==> src/rtl/sync_frame_serializer_if.sv <==
// rtl/sync_frame_serializer_if.sv - parallel word handshake into the frame serializer
interface sync_frame_serializer_if #(
    parameter int DATA_W = 8
);
    logic [DATA_W-1:0] tx_data;
    logic              tx_valid;
    logic              tx_ready;

    modport master (output tx_data, output tx_valid, input tx_ready);
    modport slave  (input tx_data, input tx_valid, output tx_ready);
endinterface

==> src/rtl/sync_frame_serializer.sv <==
// rtl/sync_frame_serializer.sv - serializes words as 1011 preamble, MSB-first payload, even parity, idle gap
module sync_frame_serializer #(
    parameter int DATA_W     = 8,
    parameter int BIT_CYCLES = 1,
    parameter int PARITY_EN  = 1,
    parameter int GAP_BITS   = 2
) (
    input  logic                    clk,
    input  logic                    reset,
    sync_frame_serializer_if.slave  tx,
    output logic                    data_out,
    output logic                    bit_strobe,
    output logic                    busy,
    output logic                    frame_done
);
    localparam int CW   = (BIT_CYCLES > 1) ? $clog2(BIT_CYCLES) : 1;
    localparam int MB0  = (DATA_W > 4) ? DATA_W : 4;
    localparam int MAXB = (GAP_BITS > MB0) ? GAP_BITS : MB0;
    localparam int IW   = $clog2(MAXB + 1);
    localparam logic [3:0] PREAMBLE = 4'b1011;

    typedef enum logic [2:0] {IDLE, PRE, DATA, PAR, GAP} state_t;

    state_t            state, adv_state;
    logic [CW-1:0]     cyc;
    logic [IW-1:0]     idx, adv_idx;
    logic [DATA_W-1:0] word;
    logic              parity;
    logic              last_cyc, last_bit, frame_end, adv_final;

    function automatic int bit_count(state_t s);
        case (s)
            PRE:     return 4;
            DATA:    return DATA_W;
            PAR:     return 1;
            GAP:     return GAP_BITS;
            default: return 1;
        endcase
    endfunction

    // Optional states are skipped here, so the sequencing below never sees them.
    function automatic state_t after(state_t s);
        state_t n;
        n = IDLE;
        case (s)
            PRE:  n = DATA;
            DATA: begin
                if (PARITY_EN != 0)    n = PAR;
                else if (GAP_BITS > 0) n = GAP;
            end
            PAR:  if (GAP_BITS > 0) n = GAP;
            default: n = IDLE;
        endcase
        return n;
    endfunction

    function automatic logic bit_value(state_t s, logic [IW-1:0] i,
                                       logic [DATA_W-1:0] w, logic p);
        logic [3:0]        pre_sh;
        logic [DATA_W-1:0] w_sh;
        pre_sh = PREAMBLE << i;
        w_sh   = w << i;
        case (s)
            PRE:     return pre_sh[3];
            DATA:    return w_sh[DATA_W-1];
            PAR:     return p;
            default: return 1'b0;
        endcase
    endfunction

    always_comb begin
        last_cyc  = (int'(cyc) == BIT_CYCLES - 1);
        last_bit  = (int'(idx) == bit_count(state) - 1);
        frame_end = last_bit && (after(state) == IDLE);
        adv_state = state;
        adv_idx   = idx + 1'b1;
        if (last_bit) begin
            adv_state = after(state);
            adv_idx   = '0;
        end
        adv_final = (int'(adv_idx) == bit_count(adv_state) - 1) && (after(adv_state) == IDLE);
    end

    always_ff @(posedge clk) begin
        if (reset) begin
            state       <= IDLE;
            cyc         <= '0;
            idx         <= '0;
            word        <= '0;
            parity      <= 1'b0;
            data_out    <= 1'b0;
            bit_strobe  <= 1'b0;
            busy        <= 1'b0;
            frame_done  <= 1'b0;
            tx.tx_ready <= 1'b1;
        end else begin
            case (state)
                IDLE: begin
                    data_out   <= 1'b0;
                    bit_strobe <= 1'b0;
                    frame_done <= 1'b0;
                    if (tx.tx_valid && tx.tx_ready) begin
                        word        <= tx.tx_data;
                        parity      <= ^tx.tx_data;
                        state       <= PRE;
                        idx         <= '0;
                        cyc         <= '0;
                        data_out    <= PREAMBLE[3];
                        bit_strobe  <= 1'b1;
                        busy        <= 1'b1;
                        tx.tx_ready <= 1'b0;
                    end
                end
                default: begin
                    if (!last_cyc) begin
                        cyc        <= cyc + 1'b1;
                        bit_strobe <= 1'b0;
                        frame_done <= frame_end && (int'(cyc) + 2 == BIT_CYCLES);
                    end else if (frame_end) begin
                        state       <= IDLE;
                        cyc         <= '0;
                        idx         <= '0;
                        data_out    <= 1'b0;
                        bit_strobe  <= 1'b0;
                        busy        <= 1'b0;
                        frame_done  <= 1'b0;
                        tx.tx_ready <= 1'b1;
                    end else begin
                        // frame_done is raised one edge early so it lines up with the final cycle.
                        state      <= adv_state;
                        idx        <= adv_idx;
                        cyc        <= '0;
                        data_out   <= bit_value(adv_state, adv_idx, word, parity);
                        bit_strobe <= 1'b1;
                        frame_done <= adv_final && (BIT_CYCLES == 1);
                    end
                end
            endcase
        end
    end
endmodule

==> src/flat_wrapper.sv <==
// flat-port wrapper written by rule: the top's interface ports become plain ports
module sync_frame_serializer_flat 
#(
    parameter int DATA_W     = 8,
    parameter int BIT_CYCLES = 1,
    parameter int PARITY_EN  = 1,
    parameter int GAP_BITS   = 2
)
  (clk, reset, data_out, bit_strobe, busy, frame_done, tx_tx_data, tx_tx_valid, tx_tx_ready);
  sync_frame_serializer_if #(.DATA_W(DATA_W)) tx_i ();
  input  logic clk;
  input  logic reset;
  output logic data_out;
  output logic bit_strobe;
  output logic busy;
  output logic frame_done;
  input wire logic [$bits(tx_i.tx_data)-1:0] tx_tx_data;
  input wire logic [$bits(tx_i.tx_valid)-1:0] tx_tx_valid;
  output wire logic [$bits(tx_i.tx_ready)-1:0] tx_tx_ready;
  assign tx_i.tx_data = tx_tx_data;
  assign tx_i.tx_valid = tx_tx_valid;
  assign tx_tx_ready = tx_i.tx_ready;
  sync_frame_serializer #(.DATA_W(DATA_W), .BIT_CYCLES(BIT_CYCLES), .PARITY_EN(PARITY_EN), .GAP_BITS(GAP_BITS)) u_core (.clk(clk), .reset(reset), .tx(tx_i), .data_out(data_out), .bit_strobe(bit_strobe), .busy(busy), .frame_done(frame_done));
endmodule
==> config.mk <==
export PLATFORM = sky130hd
export DESIGN_NAME = sync_frame_serializer_flat
export DESIGN_NICKNAME = d
export VERILOG_FILES = /design/src/rtl/sync_frame_serializer_if.sv /design/src/rtl/sync_frame_serializer.sv /design/src/flat_wrapper.sv
export SDC_FILE = /design/constraint.sdc
export NUM_CORES = 1
export LEC_CHECK = 0
export CAP_MARGIN = 40
export CORE_MARGIN = 8
export CORE_UTILIZATION = 30
export CTS_BUF_LIST = sky130_fd_sc_hd__clkbuf_8
export DETAILED_ROUTE_END_ITERATION = 10
export DONT_BUFFER_PORTS = 1
export SLEW_MARGIN = 15
export SYNTH_ARGS = -nofsm -noshare
export SYNTH_HDL_FRONTEND = slang
export SYNTH_SLANG_ARGS = --single-unit
==> constraint.sdc <==
create_clock -name clk -period 4.9 [get_ports clk]
set_clock_uncertainty 0.05 [all_clocks]
set_input_delay 0.735 -clock clk [delete_from_list [all_inputs] [get_ports clk]]
set_output_delay 0.735 -clock clk [all_outputs]
set_load 0.01 [all_outputs]
==> summary.md, run 1 <==
| Metric | Value |
|---|---|
| Total gr overflow | 0 |
| Routability Congestion | 0.8640 |
| Setup CP Type | register to register |
| First-pass GRT wire length | 5768 µm |
| Critical Path Start Type | register |
| CTS tree | built |
| Syn avg cell area | 7.979 µm² |
| Synth Area in XOR/XNOR | 9.319% |
| Final min period | 3.242 ns |
| Mapped Nets | 188 |
| Post-synthesis mux area share | 2.151% |
| Worst Path Arrival | 3.34 ns |
| Initial core utilization | 30.37% |
| Hold path depth | 2 |
| Count of flip-flops with a built-in enable after synthesis | 0 |
| # DRC | 0 |
| PortBufs | 0 |
| Largest net degree at the start of global routing | 22 |
| Share of layout cells above drive strength 1 | 10.12% |
| Post-DR wirelength/cell | 14.93 µm |
| Simple-Gate Fraction of Synth Area | 25.09% |
| Met3 WL | 137 µm |
| Reg-to-reg critical path startpoint | u_core.state[1]$_SDFFE_PP0P_ |
| Fin cells | 222 |
| Initial antenna violation count | 0 |
| Cell Rows | 25 |
| Die span in x | 84.23 µm |
| Final #Nets | 182 |
| Sequential area share after synthesis | 30.11% |
| FF-to-FF End | u_core.data_out$_SDFF_PP0_ |
| Tot GR Track Use | 9.613% |
| CTS root buf | clkbuf_8 |
| ANT cells | 0 |
| Hold EP | u_core.word[3]$_SDFFE_PP0P_ |
| Post-CTS setup buffer count | 0 |
| Drt first pass iters | 4 |
| Area delta synth->final | 4.301% |
| Netlist cell types | 50 |
| Async SR Flop Fraction | 0% |
| Cell count after synthesis | 175 |
| Routed wire length on met2 | 1559 µm |
| Compound-cell area share of the yosys netlist | 26.43% |
| Cts repair resizes | 0 |
| Iteration-0 DRC count of the detailed router | 180 |
| CP Data Required Time | 5.00 ns |
| Peak supply drop | 0.2051 mV |
| Commonest non-fill, non-tap cell in the layout | nand2_1 |
| Crit. End Element | register |
| YS warnings | 0 |
| DR top layer | met4 |
| Tot Pwr | 920.3 µW |
| Largest stage delay, worst path | 0.70 ns |
| Placed Cells incl. Taps | 218 |
| Worst Min Path Start | u_core.word[3]$_SDFFE_PP0P_ |
| Vias in the first global route | 1170 |
| Final TNS setup | 0 ns |
| Via count | 1183 |
| Final Setup Violations | 0 |
| M1 wire length | 1574 µm |
| Antenna Nets Post-Route | 0 |
| Outcome | finished, final reports clean |
| Core area | 4598 µm² |
| Pins Over Slew Limit | 0 |
| Chip Height | 84.23 µm |
| Final Hold Viols | 0 |
| Skew-Pair Late Insertion Delay | 0.25 ns |
| Cells on worst reg2reg path | 10 |
| # IOs | 16 |
| DRT Wirelength | 3314 µm |
| Critical path's slowest cell | dfxtp_1 |
| Fmax | 308.4 MHz |
| Main synth FF type | dfxtp_1 |
| Synthesized-area fraction occupied by adder cells | 1.792% |
| Hpwl dp | 2437 µm |
| Most frequent cells in the layout | nand2_1, dfxtp_1, nor2_1, a21oi_1, xnor2_1 |
| Bufs on Longest Clock Path | 2 |
| CTS Sinks | 21 |
| TritonCTS Buffers | 3 |
| Via density | 5.329 |
| Worst-path cell chain | nand2b_1 -> nor2_2 -> inv_1 -> ha_1 -> xnor2_1 -> nor2_1 -> o2111a_1 -> nand2_1 -> a32o_1 -> a32o_2 |
| Finished Cell Area | 1456 µm² |
| Largest family of logic cells by synthesized area | compound AO/OA/AOI/OAI gates |
| Fillers | 493 |
| Power Density | 631.9 nW/µm² |
| Hold buffers post-CTS | 0 |
| Cell Area, Synth | 1396 µm² |
| Hold Crit Class | register to register |
| Slew @ Worst Pin | 0.7029 ns |
| Fraction of the cycle the final worst path needs | 66.17% |
| Post-DP Area | 1411 µm² |
| FF-to-FF setup slack | 1.66 ns |
| Crit Path Max Fanout | 17 |
| H-tree depth | 1 |
| Max-Cap Viols | 0 |
| Register bit total from synthesis | 21 |
| Slew HR | 52.97% |
| CTS clk-pin slew, worst paths | 0.07 ns |
| RSZ-0062 raised after global routing | false |
| Die area | 7094 µm² |
| P_leak | 0.0004938 µW |
per-layer routing:
layer | global-route usage (%) | vias up
met3 | 2.130 | 6
met4 | 3.768 | 0
met5 | 0 | -
met1 | 12.23 | 544
li1 | - | 616
met2 | 15.25 | 17
per-stage QoR:
| step | util (%) | setup WS (ns) | hold slack (ns) |
|---|---|---|---|
| after global placement | 30.69 | 1.820 | 0.3866 |
| after CTS | 31.67 | 1.697 | 0.4031 |
| after detailed placement | 30.69 | 1.708 | 0.3927 |
| final | 31.67 | 1.658 | 0.4017 |
| after global routing | 31.67 | 1.368 | 0.4377 |
| after floorplan | - | 2.281 | 0.3811 |
area by class of cell:
cell class / instances / area [µm²] / area share (%)
Multi-Input combinational cell: 138 / 904.6 / 62.11
Inverter: 5 / 18.77 / 1.289
Sequential cell: 21 / 420.4 / 28.87
Clock inverter: 1 / 3.754 / 0.2577
Tap cell: 54 / 67.56 / 4.639
Clock buffer: 3 / 41.29 / 2.835
worst max-delay path: cells and delay by family (launching register included):
family	cells	cell delay, ns
xor gates and xnor gates	1	0.13
and+or+nand+nor	4	0.89
AOI/OAI and AO/OA	3	0.88
DFF	1	0.70
buffers and inverters	1	0.16
adders and majority gates	1	0.33
where the power goes:
group          internal (µW)  switching, µW
Combinational            207            323
Clock                   55.7           53.2
Sequential               207           75.2
Total                    469            451
registers in the layout, indices dropped and copies added (netlist names):
register and count:
u_core.word 8, u_core.busy 1, u_core.state 3, u_core.bit_strobe 1, u_core.frame_done 1, u_core.tx.tx_ready 1, u_core.idx 4, u_core.parity 1
u_core.data_out 1
how the worst max path moves through the flow:
stage	start	depth (start not counted)	slack, ns	to
2_1_floorplan	u_core.state[0]$_SDFFE_PP0P_	11	2.28	u_core.data_out$_SDFF_PP0_
3_3_place_gp	u_core.state[1]$_SDFFE_PP0P_	10	1.82	u_core.data_out$_SDFF_PP0_
3_5_place_dp	u_core.state[1]$_SDFFE_PP0P_	10	1.71	u_core.data_out$_SDFF_PP0_
4_1_cts	u_core.state[1]$_SDFFE_PP0P_	10	1.70	u_core.data_out$_SDFF_PP0_
5_1_grt	u_core.state[1]$_SDFFE_PP0P_	10	1.37	u_core.data_out$_SDFF_PP0_
6_report	u_core.state[1]$_SDFFE_PP0P_	10	1.66	u_core.data_out$_SDFF_PP0_
cell usage after synthesis, types with 2 or more instances:
| master | number | area [µm²] |
|---|---|---|
| or2_2 | 2 | 12.51 |
| a22oi_1 | 3 | 22.52 |
| nor2b_1 | 2 | 12.51 |
| clkbuf_1 | 9 | 33.78 |
| ha_1 | 2 | 25.02 |
| nand2_1 | 24 | 90.09 |
| o21ai_0 | 4 | 20.02 |
| inv_1 | 5 | 18.77 |
| o22ai_1 | 2 | 12.51 |
| nand3_1 | 7 | 35.03 |
| xor2_1 | 3 | 26.28 |
| dfxtp_1 | 21 | 420.4 |
| xnor2_1 | 10 | 87.58 |
| a211oi_1 | 3 | 22.52 |
| a21oi_1 | 14 | 70.07 |
| nand2b_1 | 6 | 37.54 |
| o211ai_1 | 2 | 15.01 |
| nor3_1 | 4 | 20.02 |
| mux2i_1 | 3 | 30.03 |
| nor2_1 | 16 | 60.06 |
| a31oi_1 | 2 | 12.51 |
| nand4b_1 | 2 | 17.52 |
| a311oi_1 | 2 | 17.52 |
logic make-up after synthesis:
group	after synthesis
XOR/XNOR	14
AO/OA/AOI/OAI	49
multiplexers	3
buffers and inverters	16
AND/OR/NAND/NOR	70
flip-flops	21
adder cells (fa/ha/maj)	2
No activity file was read; power rests on OpenSTA's default activity.
==> run 2: changes to the inputs <==
Clock period 4.9 ns to 3.25 ns, I/O delays scaled along.
==> run 2 against run 1 <==
Against the previous run: non-clock buffer count up 4; global-route usage up 0.59 points; clock power up 69%; utilization up 0.73 points; die area unchanged; highest routed layer unchanged; largest cell class unchanged; critical path type unchanged; sequential share of layout area down 0.65 points; first-iteration DRC count up 39%.
==> summary.md, run 2 (same netlist as run 1, synthesis figures left out) <==
| Metric | Value |
|---|---|
| Die span in x | 84.23 µm |
| CTS tree | built |
| Post-CTS setup buffer count | 0 |
| Fraction of the cycle the final worst path needs | 88.42% |
| ANT cells | 0 |
| Commonest non-fill, non-tap cell in the layout | nand2_1 |
| Reg-to-reg critical path startpoint | u_core.state[0]$_SDFFE_PP0P_ |
| Crit path to | u_core.data_out$_SDFF_PP0_ |
| Area delta synth->final | 6.721% |
| P_leak | 0.0005099 µW |
| Largest stage delay, worst path | 0.40 ns |
| Final Hold Viols | 0 |
| Final min period | 2.874 ns |
| H-tree depth | 1 |
| Core area | 4598 µm² |
| Largest Register | u_core.word |
| Bufs on Longest Clock Path | 2 |
| Via density | 5.571 |
| Fmax | 348.0 MHz |
| Via count | 1259 |
| Slew HR | 50.29% |
| Post-DR wirelength/cell | 15.81 µm |
| Tot Pwr | 1453 µW |
| Iteration-0 DRC count of the detailed router | 250 |
| Cts repair resizes | 0 |
| CTS Sinks | 21 |
| First-pass GRT wire length | 6168 µm |
| Antenna Nets Post-Route | 0 |
| Initial antenna violation count | 0 |
| Setup CP Type | register to register |
| Die area | 7094 µm² |
| Pins Over Slew Limit | 0 |
| Crit path depth | 10 |
| Initial core utilization | 30.37% |
| CP Data Required Time | 3.37 ns |
| Critical path's slowest cell | o2111a_1 |
| PortBufs | 0 |
| # DRC | 0 |
| Cells on worst reg2reg path | 10 |
| Hold Crit Class | primary input to register |
| CTS root buf | clkbuf_8 |
| Post-DP Area | 1441 µm² |
| TritonCTS Buffers | 3 |
| Total gr overflow | 0 |
| Power Density | 974.9 nW/µm² |
| Max-Cap Viols | 0 |
| Max reg flops | 8 |
| Vias in the first global route | 1285 |
| FF-to-FF End | u_core.data_out$_SDFF_PP0_ |
| Chip Height | 84.23 µm |
| Share of layout cells above drive strength 1 | 12.79% |
| Largest net degree at the start of global routing | 22 |
| DRT Wirelength | 3572 µm |
| Finished Cell Area | 1490 µm² |
| Worst-path cell chain | nand2b_1 -> nor2_2 -> inv_1 -> ha_1 -> xnor2_1 -> nor2_1 -> o2111a_1 -> nand2_1 -> a32o_1 -> a32o_2 |
| FF-to-FF setup slack | 0.38 ns |
| Tot GR Track Use | 10.20% |
| Cell Rows | 25 |
| Skew-Pair Late Insertion Delay | 0.27 ns |
| RSZ-0062 raised after global routing | false |
| Critical path startpoint | u_core.state[0]$_SDFFE_PP0P_ |
| Final TNS setup | 0 ns |
| Fillers | 494 |
| Top flop regs | u_core.word: 8 flops, u_core.idx: 4 flops, u_core.state: 3 flops |
| # IOs | 16 |
| Hold buffers post-CTS | 0 |
| Slew @ Worst Pin | 0.7430 ns |
| Final #Nets | 186 |
| Crit Path Max Fanout | 6 |
| Critical Path Start Type | register |
| Drt first pass iters | 6 |
| CTS clk-pin slew, worst paths | 0.09 ns |
| Peak supply drop | 0.2428 mV |
| Delay-heaviest family, CP | compound AO/OA/AOI/OAI gates |
| Hpwl dp | 2572 µm |
| Outcome | finished, final reports clean |
| Crit. End Element | register |
| WP buf/inv | 1 |
| Worst Path Arrival | 2.99 ns |
| Routability Congestion | 0.9271 |
| Most frequent cells in the layout | nand2_1, dfxtp_1, nor2_1, a21oi_1, xnor2_1 |
| Final Setup Violations | 0 |
-- run 2: worst register-to-register path, delay by kind of cell, from the launching register on --
| kind | cells | cell delay [ns] |
|---|---|---|
| AO/OA/AOI/OAI | 3 | 0.91 |
| AND/OR/NAND/NOR | 4 | 0.88 |
| adder cells (fa/ha/maj) | 1 | 0.33 |
| flip-flops | 1 | 0.32 |
| buffers and inverters | 1 | 0.15 |
| XOR/XNOR | 1 | 0.13 |
-- run 2: per-layer routing --
layer | vias up | track usage (%) | wire (µm)
li1 | 624 | - | -
met2 | 44 | 16.02 | 1676
met3 | 6 | 2.227 | 232
met1 | 585 | 13.21 | 1610
met5 | - | 0 | 0
met4 | 0 | 3.768 | 53
-- run 2: cell type report --
cell class                 count  area (µm²)  area share [%]
sequential                    21       420.4           28.21
clock inverter                 1       7.507          0.5038
tap                           54       67.56           4.534
multi-input combinational    138       904.6           60.71
clock buffer                   3       41.29           2.771
inverter                       5       18.77           1.259
timing repair buffer           4       30.03           2.015
-- run 2: through the flow --
stage	hold slack (ns)	instances	utilization, %	setup slack [ns]
after detailed placement	0.3934	222	31.35	0.4396
after global placement	0.3889	222	31.35	0.4783
after floorplan	0.3811	175	-	0.6311
final	0.2354	226	32.41	0.3764
after global routing	0.2120	226	32.41	0.1963
after CTS	0.2198	226	32.41	0.4183
-- run 2: report_power, final --
| group | internal [µW] | total, µW | switching (µW) | leakage, µW |
|---|---|---|---|---|
| Sequential | 312 | 351 | 39.2 | 0.000172 |
| Clock | 86.8 | 184 | 96.9 | 0.0000217 |
| Combinational | 333 | 918 | 585 | 0.000316 |
-- run 2: worst min-delay path by stage --
stage                                     start                           to  slack (ns)  cells past startpoint
finish                                    reset  u_core.word[6]$_SDFFE_PP0P_        0.24                      1
global route                              reset  u_core.word[6]$_SDFFE_PP0P_        0.21                      1
CTS                                       reset  u_core.word[7]$_SDFFE_PP0P_        0.22                      1
detailed placement  u_core.word[0]$_SDFFE_PP0P_  u_core.word[0]$_SDFFE_PP0P_        0.39                      2
global placement    u_core.word[3]$_SDFFE_PP0P_  u_core.word[3]$_SDFFE_PP0P_        0.39                      2
floorplan           u_core.word[3]$_SDFFE_PP0P_  u_core.word[3]$_SDFFE_PP0P_        0.38                      2
==> run 3: changes to the inputs <==
Settings changed: ABC_CLOCK_PERIOD_IN_PS set to 3250.
==> results of run 3 <==
Final layout, timing and power as in run 2 (identical DEF).
